<file path="src/rtl/addsub_pkg.sv">
// Shared types and constants for the add/subtract block accumulator.
package addsub_pkg;

   typedef enum logic [1:0] {
      IDLE  = 2'd0,
      ACCUM = 2'd1,
      DONE  = 2'd2
   } state_t;

   localparam int SAMPLE_W          = 4;
   localparam int DEFAULT_ACC_W     = 8;
   localparam int DEFAULT_BLOCK_LEN = 8;

   // 4 bits covers the full legal BLOCK_LEN range of 2..15.
   localparam int COUNT_W = 4;

   // The upstream 3-bit adder's carry becomes the sample MSB.
   function automatic logic [SAMPLE_W-1:0] sample_of(input logic c_out,
                                                    input logic [2:0] s);
      return {c_out, s};
   endfunction

endpackage

</file>
<file path="src/rtl/acc_alu.sv">
// Add/subtract datapath for the block accumulator.
// Build option: ADDSUB_ACC_SAT_EN clamps the result on overflow/underflow;
// without it the result wraps modulo 2^ACC_W. ovf_evt is identical either way.
module acc_alu
   import addsub_pkg::*;
#(
   parameter int ACC_W = DEFAULT_ACC_W
) (
   input  logic [ACC_W-1:0]    acc,
   input  logic [SAMPLE_W-1:0] sample,
   input  logic                add,
   output logic [ACC_W-1:0]    next_acc,
   output logic                ovf_evt
);

   logic [ACC_W:0] wide;
   logic [ACC_W:0] sample_ext;

   assign sample_ext = (ACC_W+1)'(sample);

   // One extra bit catches the carry out of an add or the borrow of a subtract.
   always_comb begin
      wide = '0;
      if (add) begin
         wide = {1'b0, acc} + sample_ext;
      end else begin
         wide = {1'b0, acc} - sample_ext;
      end
   end

   assign ovf_evt = wide[ACC_W];

`ifdef ADDSUB_ACC_SAT_EN
   // Clamp to full scale on overflow and to zero on underflow.
   always_comb begin
      next_acc = wide[ACC_W-1:0];
      if (ovf_evt) begin
         next_acc = add ? {ACC_W{1'b1}} : {ACC_W{1'b0}};
      end
   end
`else
   // Plain modulo arithmetic.
   always_comb begin
      next_acc = wide[ACC_W-1:0];
   end
`endif

endmodule

</file>
<file path="src/rtl/addsub_acc.sv">
// Block accumulator: sums BLOCK_LEN add/subtract samples from an upstream
// 3-bit adder, publishes the block total on result with a one-cycle done.
// Build option: ADDSUB_ACC_SAT_EN (saturating accumulate, see acc_alu).
//
// state | meaning
// ------+---------------------------------------------------------------
// IDLE  | no block in progress; next in_valid starts a block from 0
// ACCUM | block in progress, count samples taken so far
// DONE  | one cycle after the last sample; done high, in_valid restarts
module addsub_acc
   import addsub_pkg::*;
#(
   parameter int ACC_W     = DEFAULT_ACC_W,
   parameter int BLOCK_LEN = DEFAULT_BLOCK_LEN
) (
   input  logic             clk,
   input  logic             rst,
   input  logic             in_valid,
   input  logic             add,
   input  logic [2:0]       s,
   input  logic             c_out,
   input  logic             clr,
   output logic [ACC_W-1:0] acc,
   output logic [ACC_W-1:0] result,
   output logic             done,
   output logic             ovf,
   output logic             busy
);

   localparam logic [COUNT_W-1:0] LAST_COUNT = COUNT_W'(BLOCK_LEN);

   state_t               state, state_nxt;
   logic [ACC_W-1:0]     acc_nxt, result_nxt, alu_base, next_acc;
   logic [COUNT_W-1:0]   count, count_nxt, count_inc;
   logic                 ovf_nxt, done_nxt, ovf_evt;
   logic [SAMPLE_W-1:0]  sample;

   assign sample    = sample_of(c_out, s);
   assign count_inc = count + 1'b1;

   // A new block starts from zero, so the ALU sees 0 outside ACCUM.
   assign alu_base = (state == ACCUM) ? acc : '0;

   acc_alu #(
      .ACC_W (ACC_W)
   ) u_alu (
      .acc      (alu_base),
      .sample   (sample),
      .add      (add),
      .next_acc (next_acc),
      .ovf_evt  (ovf_evt)
   );

   // Next-state and next-register values; clr overrides everything but result.
   always_comb begin
      state_nxt  = state;
      acc_nxt    = acc;
      result_nxt = result;
      count_nxt  = count;
      ovf_nxt    = ovf;
      done_nxt   = 1'b0;
      if (clr) begin
         state_nxt = IDLE;
         acc_nxt   = '0;
         count_nxt = '0;
         ovf_nxt   = 1'b0;
      end else begin
         case (state)
            IDLE, DONE: begin
               state_nxt = IDLE;
               if (in_valid) begin
                  acc_nxt   = next_acc;
                  count_nxt = COUNT_W'(1);
                  ovf_nxt   = ovf_evt;
                  state_nxt = ACCUM;
               end
            end
            ACCUM: begin
               if (in_valid) begin
                  acc_nxt = next_acc;
                  ovf_nxt = ovf | ovf_evt;
                  if (count_inc == LAST_COUNT) begin
                     result_nxt = next_acc;
                     done_nxt   = 1'b1;
                     count_nxt  = '0;
                     state_nxt  = DONE;
                  end else begin
                     count_nxt = count_inc;
                  end
               end
            end
            default: begin
               state_nxt = IDLE;
               acc_nxt   = '0;
               count_nxt = '0;
               ovf_nxt   = 1'b0;
            end
         endcase
      end
   end

   // State and output registers; busy is registered off the next state.
   always_ff @(posedge clk or posedge rst) begin
      if (rst) begin
         state  <= IDLE;
         acc    <= '0;
         result <= '0;
         count  <= '0;
         ovf    <= 1'b0;
         done   <= 1'b0;
         busy   <= 1'b0;
      end else begin
         state  <= state_nxt;
         acc    <= acc_nxt;
         result <= result_nxt;
         count  <= count_nxt;
         ovf    <= ovf_nxt;
         done   <= done_nxt;
         busy   <= (state_nxt == ACCUM);
      end
   end

endmodule

</file>
<file path="config.mk">
export PLATFORM = sky130hd
export DESIGN_NAME = addsub_acc
export DESIGN_NICKNAME = d
export VERILOG_FILES = /design/src/rtl/addsub_pkg.sv /design/src/rtl/acc_alu.sv /design/src/rtl/addsub_acc.sv
export SDC_FILE = /design/constraint.sdc
export NUM_CORES = 1
export LEC_CHECK = 0
export CORE_MARGIN = 4
export CORE_UTILIZATION = 48
export DETAILED_ROUTE_END_ITERATION = 10
export PLACE_DENSITY = 0.75
export SLEW_MARGIN = 30
export SYNTH_ARGS = -nofsm -noshare
export SYNTH_HDL_FRONTEND = slang
export SYNTH_SLANG_ARGS = --single-unit
</file>
<file path="constraint.sdc">
create_clock -name clk -period 2.25 [get_ports clk]
set_input_delay 0.5625 -clock clk [delete_from_list [all_inputs] [get_ports clk]]
set_output_delay 0.5625 -clock clk [all_outputs]
set_load 0.005 [all_outputs]
</file>
# ---- Word-level counts from Yosys, hierarchy flattened
# Index checks and enable logic that the tools add are counted.
dict set report totals {
  ff_bits 25
  wordCells 47
}
dict set report op_classes {
  add_sub_neg 3
  eq_ne 7
  mux 23
  bitwise 2
  n_reduce_logical 5
}
# cell count
set op_table {}
lappend op_table {{8-bit two-way mux} 4}
lappend op_table {{4-bit two-way mux} 4}
lappend op_table {{8-bit by 4-bit adder with 9-bit output} 1}
lappend op_table {{9-bit two-way mux} 1}
lappend op_table {{8-bit by 4-bit subtractor with 9-bit output} 1}
lappend op_table {{1-bit two-way mux} 8}
lappend op_table {{4-bit one-hot mux with 2 select lines} 1}
lappend op_table {{2-bit two-way mux} 3}
lappend op_table {{3-bit inequality test (second input constant)} 2}
lappend op_table {{4-bit by 1-bit adder with 4-bit output (second input constant)} 1}
lappend op_table {{2-bit by 1-bit == test with 1-bit output (second input constant)} 2}
lappend op_table {{4-bit == test (second input constant)} 1}
lappend op_table {{2-bit one-hot mux with 2 select lines} 1}
lappend op_table {{4-bit AND reduction} 1}
lappend op_table {{3-bit by 1-bit inequality test with 1-bit output (second input constant)} 1}
lappend op_table {{3-bit OR reduction} 1}
lappend op_table {{2-bit == test (second input constant)} 1}
lappend op_table {{2-bit zero test} 1}
lappend op_table {{1-bit one-hot mux with 2 select lines} 1}
lappend op_table {{2-bit AND reduction} 1}
lappend op_table {{2-bit OR reduction} 1}
lappend op_table {{1-bit NOT} 1}
lappend op_table {{1-bit bitwise OR} 1}

# ---- Depth between registers and ports, before layout
# Gate-level depths: netlist of the first run.
dict set report logic_depth {
  word_depth 8
  ltp_mapped 10
  ltp_nobuf 10
}

# ---- Modules after synthesis
# Synthesis of the first run repeated with hierarchy kept, for this count alone.
dict set report unflattened {
  hier_cells 154
  hier_area_um2 1567.8
}
# mod n_inst cells_per_inst area_each_um2 seq_area_each_um2
set by_module_without_submodules {}
lappend by_module_without_submodules {addsub_acc 1 93 1123.6 625.6}
lappend by_module_without_submodules {acc_alu 1 61 444.2 0.0}

# ---- Worst setup path before layout of the first run
# Ideal clock, no wire load.
dict set report synth_path {
  path_kind {input-to-reg}
  startpoint {in s[2]}
  endpoint {reg acc[6]}
  setup_ns 0.087
  arrival_ns 2.587
  setup_slack_ns -0.424
  stages 9
  n_path_buf 0
  path_cell_list {nor3_1 ha_1 mux2_2 ha_1 nor2_1 a211oi_1 or4_4 o21a_1 o211ai_1}
}
dict set report synth_between {
  elab_chain_cells 5
  word_cells_on_any_way 6
  cone_classes {add/sub (2); mux (4)}
}
# element line
set synth_rtl {}
lappend synth_rtl {{from (decl)} addsub_acc.sv:20} ;# input logic [2:0] s,
lappend synth_rtl {{8-bit by 4-bit subtractor with 9-bit output or 8-bit by 4-bit adder with 9-bit output (tied branches)} {acc_alu.sv:27, acc_alu.sv:25}}
lappend synth_rtl {{9-bit two-way mux (*)} acc_alu.sv:24} ;# if (add) begin
lappend synth_rtl {{8-bit two-way mux (*)} {addsub_acc.sv:71, addsub_acc.sv:79}}
lappend synth_rtl {{8-bit two-way mux (*)} -}
lappend synth_rtl {{8-bit two-way mux (*)} addsub_acc.sv:62} ;# if (clr) begin
lappend synth_rtl {{to (signal assigned)} addsub_acc.sv:114} ;# acc <= acc_nxt;
lappend synth_rtl {{to (decl)} addsub_acc.sv:23} ;# output logic [ACC_W-1:0] acc,
# Mark *: on every way between the ends. The rest lies on a longest branch, timed or not. The select of a mux whose other input is x is not followed.
# A chain may end at the register's enable or synchronous reset.

# ---- Worst setup path after layout of the first run
dict set report layout_path {
  startpoint {in add}
  endpoint {reg ovf}
}
dict set report layout_between {
  elab_chain_cells 5
  word_cells_on_any_way 6
  cone_classes {mux (5); bitwise (1)}
}
# element line
set layout_rtl {}
lappend layout_rtl {{from (decl)} addsub_acc.sv:19} ;# input logic add,
lappend layout_rtl {{9-bit two-way mux (*)} acc_alu.sv:24}
lappend layout_rtl {{1-bit bitwise OR} addsub_acc.sv:81} ;# ovf_nxt = ovf | ovf_evt;
lappend layout_rtl {{1-bit two-way mux} addsub_acc.sv:79} ;# if (in_valid) begin
lappend layout_rtl {{1-bit one-hot mux with 2 select lines (*)} addsub_acc.sv:68} ;# case (state)
lappend layout_rtl {{1-bit two-way mux (*)} addsub_acc.sv:62}
lappend layout_rtl {{to (signal assigned)} addsub_acc.sv:117} ;# ovf <= ovf_nxt;
lappend layout_rtl {{to (decl)} addsub_acc.sv:26} ;# output logic ovf,
# Marked as above.

==> results of run 1 <==
[layout make-up]
class | count | area (sq um) | area share, %
Timing Repair Buffer | 65 | 576.8 | 22.61
Sequential cell | 25 | 625.6 | 24.52
Tap cell | 46 | 57.56 | 2.256
Inverter | 14 | 55.05 | 2.158
Clock buffer | 4 | 45.04 | 1.766
Multi-Input combinational cell | 157 | 1191 | 46.69
[registers in the layout, indices dropped and copies added (netlist names)]
register  flops
acc           8
busy          1
count         4
done          1
ovf           1
result        8
state         2
[per-layer routing]
layer  vias to the layer above  share of wire [%]
li1                        859                  -
met1                       856                 40
met2                        83                 52
met3                        16                5.5
met4                         0                3.1
met5                         -                  0
[what timing repair did]
item	in CTS	in global routing
hold buffers	0	0
setup buffers	6	3
pin swaps	10	19
setup endpoints to repair	13	9
resized for setup	28	18
[where the power goes]
part	internal (mW)	total, mW	switching, mW
logic	0.189	0.365	0.177
registers	0.469	0.486	0.0175
clock network	0.127	0.269	0.142
[critical path: stages]
cell	delay, ns
clkdlybuf4s15_1	0.35
nor2_2	0.24
xor2_1	0.22
ha_2	0.35
nand2b_4	0.10
a211oi_2	0.08
a221oi_1	0.39
mux2i_1	0.26
o22ai_1	0.10
[kinds of logic (layout without fill, tap and decap cells)]
logic type | after synthesis | after routing | share of synthesized area, %
flops | 25 | 25 | 35.39
buf+inv | 21 | 83 | 4.741
compound gates | 52 | 52 | 19.89
mux | 6 | 6 | 3.468
xor+xnor | 5 | 5 | 2.477
simple gates | 83 | 83 | 25.83
fa+ha+maj | 11 | 11 | 8.210
[placed cells by master, fill, tap and decap left out, drive strengths merged, types with 2 or more instances in the layout]
master and n:
nor3 3, a21oi 10, a21o 5, and2 8, nand2 22, clkdlybuf4s15 2
or4 2, a31oi 6, or2 2, mux2i 5, nor2b 2, nand3 7
clkbuf 4, inv 14, and3 3, a211oi 4, buf 41, nand4 2
nand3b 7, dfrtp 25, o22ai 2, nand2b 2, nor3b 2, nor2 17
o211ai 4, xnor2 4, ha 10, clkdlybuf4s50 22, o21ai 8, o2111ai 2
[cell usage after synthesis (all sizes together), types with 5 or more instances]
master / instances
nor2: 17
mux2i: 5
nand3b: 7
ha: 10
inv: 14
dfrtp: 25
a31oi: 6
nand2: 22
and2: 8
nand3: 7
a21oi: 10
o21ai: 8
a21o: 5
[worst max path at each step]
stage          depth (start not counted)        end  slack [ns]
6_report                               9        ovf       -0.27
5_1_grt                                9        ovf       -0.37
4_1_cts                               10  result[7]       -0.26
3_5_place_dp                          11     acc[7]       -0.97
3_3_place_gp                          11     acc[7]       -0.86
2_1_floorplan                          9     acc[6]       -0.25
==> out/results.ini, run 1 <==
[layout]
finish.utilization_pct=74.12
fill_cells=243
layout-drive-gt1-share_pct=27.55
fin_nets=286
layout.cells.non_filler=311
area_delta_synth_final_pct=44.30
final_area_sq_um=2551
num_antenna_cells=0

[outcome]
run_status=finished, violations left
violations=setup timing

[clock_tree]
cts_tree=yes
clkTransAtPathRegs_ns=0.09
clk_path_buf_depth=2
root_buffer=clkbuf_8
clkSinkCount=25
clk_latency_ns=0.27
cts_buffers=3
htree_levels=1

[sta]
tightest_slew_ns=0.3823
setup_tns_ns=-1.726
slew_violations=0
fin_crit_sh_pct=112.0
hold_violations=0
clock.fmax_ghz=0.3968
period_minus_slack_ns=2.520
rsz0062_at_grt=true
slew_headroom_pct=74.48
clock_skew_ns=0.005290
setup-violations-final=10
worst_slack_ns=-0.2703
finalHoldWorstSlack_ns=0.4966

[drt]
vias_per_cell=5.833
wire_per_inst_microns=17.22
dr.pass1.iters=4
drc=0
drtAntennaViolNets=0
num_vias=1814
drtIter0Drc=228
drt-total-wl_microns=5354

[setup_path]
critPathCaptureType=flop
reg2reg_setup_slack_ns=-0.11
r2r_cells=10
crit_type=input port to flop
rr_startpoint=state[0]
rr_endpoint=ovf
required_ns=2.39
startpoint=add
cp-start-kind=input port
crit_fanout=5
arrival_ns=2.66

[grt]
met3_usage_pct=2.755
use_met2_pct=38.50
antenna_found_initial=0
globalRouteTotalUtil_pct=22.63
grt_max_degree=31
grt_pass1_vias=1749
met1_usage_pct=28.47
gr-max-usage-layer=met2
grt_pass1_wl_microns=7928
grt-ovfl-total=0

[synth]
synth_area_sq_um=1768
synth_ff_type=dfrtp_1
synth_seq_cells=25
synth.area.top_cells=dfrtp_1 (35%), ha_1 (7.1%), nand2_1 (4.7%)
synth_edf_count=0
syn-num-nets=223
yosysWarnings=0
yosys.cell_types.count=55
synthArstFlopShare_pct=100.0
syn_inst=203
syn_area_per_cell_sq_um=8.709
synth_top_area_cell=dfrtp_1
yosys.area.top_type_share_pct=35.39
synth-seq-area-share_pct=35.39

[min_path]
hold_depth=2
min_path_type=flop to flop
hp-start=result[2]
hold_end=result[2]

[floorplanning]
start_util_pct=51.36
die_w_microns=68.69
fp.dieArea_sq_um=4718
io_pins=28
core_area_sq_um=3442
die-height_microns=68.69
std_cell_rows=21

[job]
cap_viol_max_count=0

[placed_design]
place_area_sq_um=2330
dp_cells=298
dp_hpwl_microns=3505
pre_cts_ws_ns=-0.9702
gp_congestion=0.8706
io_buffers=27

[power]
max-vdd-ir-drop_v=0.0002672
total_power_mw=1.121
power_density_nw_per_um2=439.2
p_leak_nw=1.215

Power figures use the tool's default switching activity.
==> run 2, diff against run 1 <==
--- a/config.mk
+++ b/config.mk
@@ -6,9 +6,10 @@
 export NUM_CORES = 1
 export LEC_CHECK = 0
 export CORE_MARGIN = 4
-export CORE_UTILIZATION = 48
+export CORE_UTILIZATION = 50
+export CTS_BUF_LIST = sky130_fd_sc_hd__clkbuf_8
 export DETAILED_ROUTE_END_ITERATION = 10
-export PLACE_DENSITY = 0.75
+export PLACE_DENSITY = 0.78
 export SLEW_MARGIN = 30
 export SYNTH_ARGS = -nofsm -noshare
 export SYNTH_HDL_FRONTEND = slang
==> run 2 against run 1 <==
The run still ends with setup timing left. Critical path depth up 2. Sequential share of layout area fell by 0.58 points. Sequential cell count stayed put. Critical path type unchanged.
==> out/results.ini, run 2 (synthesis gave the netlist of run 1 again) <==
[floorplanning]
start_util_pct=52.57
die_w_microns=67.47
std_cell_rows=21
io_pins=28
fp.dieArea_sq_um=4552
core_area_sq_um=3363
die-height_microns=67.47

[power]
max-vdd-ir-drop_v=0.0002233
total_power_mw=1.136
seq_power_share_pct=43.0
netSwitchingPower_mw=0.3467
comb_power_share_pct=33.0
switching_share_pct=30.52
pwr-share-clk_pct=23.9
power_density_nw_per_um2=434.9
p_leak_nw=1.249
internal-power_mw=0.7894

[drt]
num_vias=1807
drtIter0Drc=108
drc=0
vias_per_cell=5.718
dr.pass1.iters=4
drtAntennaViolNets=0
drt-total-wl_microns=5160
wire_per_inst_microns=16.33

[layout]
fill_cells=245
num_antenna_cells=0
final_common_cell=buf_4
layout-drive-gt1-share_pct=31.11
reg_top3=acc x8, result x8, count x4
layout.cells.non_filler=316
final_area_sq_um=2613
area_delta_synth_final_pct=47.77
fin_nets=291
layout_common_cells=buf_4 (41), dfrtp_1 (25), clkdlybuf4s50_1 (22)

[setup_path]
crit_family=simple AND/OR/NAND/NOR gates
cp-start-kind=input port
arrival_ns=2.83
crit_type=input port to flop
crit_chain=buf_8, buf_6, nor3_4, ha_1, mux2_4, ha_4, nor2_4, a211oi_2, or4_4, o21a_1, o211ai_1
critPathCaptureType=flop
max_stage_delay_ns=0.55
crit_buf_inv=2
required_ns=2.43
crit_fanout=3
slowest_stage=or4_4

[grt]
grt_pass1_vias=1648
grt_max_degree=31
antenna_found_initial=0
globalRouteTotalUtil_pct=22.25
grt_pass1_wl_microns=7810
grt-ovfl-total=0

[sta]
clock.fmax_ghz=0.3765
hold_violations=0
tightest_slew_ns=0.4170
setup-violations-final=9
period_minus_slack_ns=2.656
clock_skew_ns=0.005914
fin_crit_sh_pct=118.0
slew_violations=0
worst_slack_ns=-0.4059
rsz0062_at_grt=true
slew_headroom_pct=72.08

[placed_design]
pre_cts_ws_ns=-0.9408
place_area_sq_um=2362
dp_cells=304
gp_congestion=0.8778
dp_hpwl_microns=3261
io_buffers=27

[min_path]
min_path_type=flop to flop

[clock_tree]
cts_tree=yes
root_buffer=clkbuf_8
clkSinkCount=25
clkTransAtPathRegs_ns=0.09
clk_path_buf_depth=2
cts_buffers=3
htree_levels=1
hold_buffers=0
clk_latency_ns=0.27

[job]
cap_viol_max_count=0

[outcome]
violations=setup timing
run_status=finished, violations left

-- run 2: cell count changes in the layout (fill, tap and decap cells not counted), sizes merged --
cell	previous run	this run
clkdlybuf4s15	2	1
clkinv	0	1
dlygate4sd2	0	2
clkbuf	4	3
buf	41	45
-- run 2: final timing paths --
path | start | endpoint | slack (ns) | depth (start not counted)
hold / removal | result[3] | result[3] | 0.49 | 2
min in group asynchronous | rst | result[3] | 0.63 | 3
setup reg to reg | state[0] | acc[6] | -0.29 | 10
max in group asynchronous | rst | state[1] | 1.36 | 3
setup / recovery | s[0] | acc[6] | -0.41 | 11
hold reg to reg | result[3] | result[3] | 0.49 | 2
-- run 2: tightest hold or removal path: cells and delay by family (launching register included) --
family | cells | cell delay (ns)
DFF | 1 | 0.36
and+or+nand+nor | 2 | 0.10
-- run 2: final cells by class --
type | instances | area, sq um | share of cell area, %
clock buffers | 3 | 41.29 | 1.580
repair buffers | 70 | 598.1 | 22.89
well taps | 46 | 57.56 | 2.203
multi-input cells | 157 | 1232 | 47.17
flip-flops and latches | 25 | 625.6 | 23.95
inverters | 14 | 52.55 | 2.011
clock inverters | 1 | 5.005 | 0.1916
-- run 2: routing by layer --
metal  GRT usage (%)  vias to the layer above  share of wire (%)
met5               0                        -                  0
met4           6.329                        0                2.9
met3           2.995                       15                4.3
met2           35.24                       60                 51
met1           31.56                      872                 42
li1                -                      860                  -
-- run 2: stage by stage --
step	hold slack [ns]	utilization (%)	setup TNS (ns)
2_1_floorplan	0.4698	-	-1.585
3_3_place_gp	0.4593	70.24	-9.491
3_5_place_dp	0.4676	70.24	-10.22
4_1_cts	0.4897	74.48	-1.559
5_1_grt	0.5274	77.68	-2.214
6_report	0.4864	77.68	-1.626
-- run 2: repair_timing --
| action | CTS | global route |
|---|---|---|
| setup buffers | 4 | 4 |
| endpoints found under the setup margin | 14 | 11 |
| pin swaps | 16 | 19 |
| gates resized for setup | 30 | 16 |
-- run 2: power by group through the flow --
stage / clock network, mW / registers, mW / logic [mW]
6_report: 0.272 / 0.489 / 0.375
5_1_grt: 0.298 / 0.492 / 0.409
4_1_cts: 0.268 / 0.488 / 0.330
3_5_place_dp: 0 / 0.497 / 0.303
3_3_place_gp: 0 / 0.495 / 0.299
2_1_floorplan: 0 / 0.494 / 0.164
==> run 3, diff against run 2 <==
--- a/config.mk
+++ b/config.mk
@@ -6,9 +6,12 @@
 export NUM_CORES = 1
 export LEC_CHECK = 0
 export CORE_MARGIN = 4
-export CORE_UTILIZATION = 50
+export CORE_UTILIZATION = 59
 export CTS_BUF_LIST = sky130_fd_sc_hd__clkbuf_8
 export DETAILED_ROUTE_END_ITERATION = 10
+export DONT_BUFFER_PORTS = 1
+export GPL_TIMING_DRIVEN = 0
+export HOLD_SLACK_MARGIN = 0.05
 export PLACE_DENSITY = 0.78
 export SLEW_MARGIN = 30
 export SYNTH_ARGS = -nofsm -noshare
==> run 3 against run 2 <==
The flow still finishes with violations (setup timing). Count of clock-buffer cells in the layout stayed put. Wire length is 15% lower. Die area is 14% lower. Non-clock buffer count is 56 lower. Clock power is 2% higher. Clock skew is 0.0035 ns higher. Critical path depth is 2 lower. Sequential power hardly changed. Utilization is 3.5 points lower. Final cell count is 22% lower. Maximum frequency is 13% higher.
==> out/results.ini, run 3 (synthesis gave the netlist of run 1 again) <==
[grt]
grt_max_degree=26
grt_pass1_wl_microns=7065
grt-ovfl-total=0
grt_pass1_vias=1467
antenna_found_initial=0
globalRouteTotalUtil_pct=22.21

[clock_tree]
htree_levels=1
clkSinkCount=25
clkTransAtPathRegs_ns=0.10
cts_tree=yes
root_buffer=clkbuf_8
cts_buffers=3
clk_path_buf_depth=2
clk_latency_ns=0.28

[placed_design]
place_area_sq_um=1842
pre_cts_ws_ns=-0.5930
dp_hpwl_microns=2976
gp_congestion=0.9056
io_buffers=0

[drt]
drtAntennaViolNets=0
wl_met1_microns=1929
drc=0
wl_met2_microns=2091
wire_per_inst_microns=17.93
top_layer_used=met4
vias_per_cell=6.412
num_vias=1571
dr.pass1.iters=4
drt-total-wl_microns=4392
wl_met3_microns=340
drtIter0Drc=110

[layout]
layout_common_cells=dfrtp_1 (24), nand2_1 (22), nor2_1 (15)
area_delta_synth_final_pct=17.76
reg_top3=acc x8, result x8, count x4
fin_nets=235
fill_cells=199
final_common_cell=dfrtp_1
final_area_sq_um=2082
layout-drive-gt1-share_pct=22.43
finish.utilization_pct=74.22
num_antenna_cells=0

[sta]
clock.fmax_ghz=0.4248
slew_headroom_pct=59.90
worst_slack_ns=-0.1040
hold_violations=0
period_minus_slack_ns=2.354
setup-violations-final=6
rsz0062_at_grt=true
clock_skew_ns=0.009454
fin_crit_sh_pct=104.6
finalHoldWorstSlack_ns=0.1879
tightest_slew_ns=0.6015
slew_violations=0

[setup_path]
arrival_ns=2.55
required_ns=2.45
crit_fanout=3
cp-start-kind=input port
crit_type=input port to flop
critPathCaptureType=flop

[power]
p_leak_nw=0.9732
total_power_mw=1.034
max-vdd-ir-drop_v=0.0003353
power_density_nw_per_um2=496.9

[floorplanning]
die-height_microns=62.74
fp.dieArea_sq_um=3936
core_area_sq_um=2805
die_w_microns=62.74
std_cell_rows=19
start_util_pct=63.02
io_pins=28

[outcome]
violations=setup timing
run_status=finished, violations left

[min_path]
min_path_type=input port to async pin

[job]
cap_viol_max_count=0

## run 3: layout make-up
cell class	instances	area (sq um)	area share (%)
Timing Repair Buffer	7	52.55	2.524
Clock buffer	3	41.29	1.983
Sequential cell	25	626.9	30.11
Inverter	14	52.55	2.524
Tap cell	31	38.79	1.863
Multi-Input combinational cell	157	1230	59.07
Buffer	7	32.53	1.562
Clock inverter	1	7.507	0.3606
## run 3: per-layer routing
layer,track usage [%],up-vias
met1,31.06,740
li1,-,760
met4,4.683,0
met5,0,-
met3,4.137,4
met2,35.82,67
## run 3: stage by stage
step / std cells / TNS, ns
final: 245 / -0.3157
after global routing: 245 / -1.135
after CTS: 243 / -0.4480
after detailed placement: 234 / -4.957
after global placement: 234 / -4.195
after floorplan: 203 / -1.585
## run 3: critical path, cell delays in order
cell,delay (ns)
nor3_4,0.18
ha_1,0.26
mux2_4,0.29
ha_4,0.24
nor2_4,0.15
a211oi_4,0.07
or4_4,0.50
o21a_1,0.14
o211ai_1,0.17
## run 3: timing repair
item                                    in CTS  in global routing
buffers inserted                             5                  2
hold buffers                                 0                  0
endpoints found under the hold margin        0                  0
pin swaps                                    9                 12
resized for setup                           14                 17
endpoints found under the setup margin      10                  9
## run 3: final timing paths
check	start	endpoint	slack (ns)	cells after the start
worst max-delay path	s[0]	result[6]	-0.10	9
worst min-delay path	rst	result[1]	0.19	1
worst max register to register	state[1]	ovf	-0.05	10
worst min register to register	result[2]	result[2]	0.52	2
max in group asynchronous	rst	state[1]	1.68	1
min in group clk	clr	count[1]	0.34	1
## run 3: report_power, final
group	leakage [nW]	internal (mW)	switching [mW]
Combinational	0.615	0.117	0.149
Clock	0.0217	0.126	0.152
Sequential	0.336	0.469	0.0215
Total	0.973	0.712	0.323
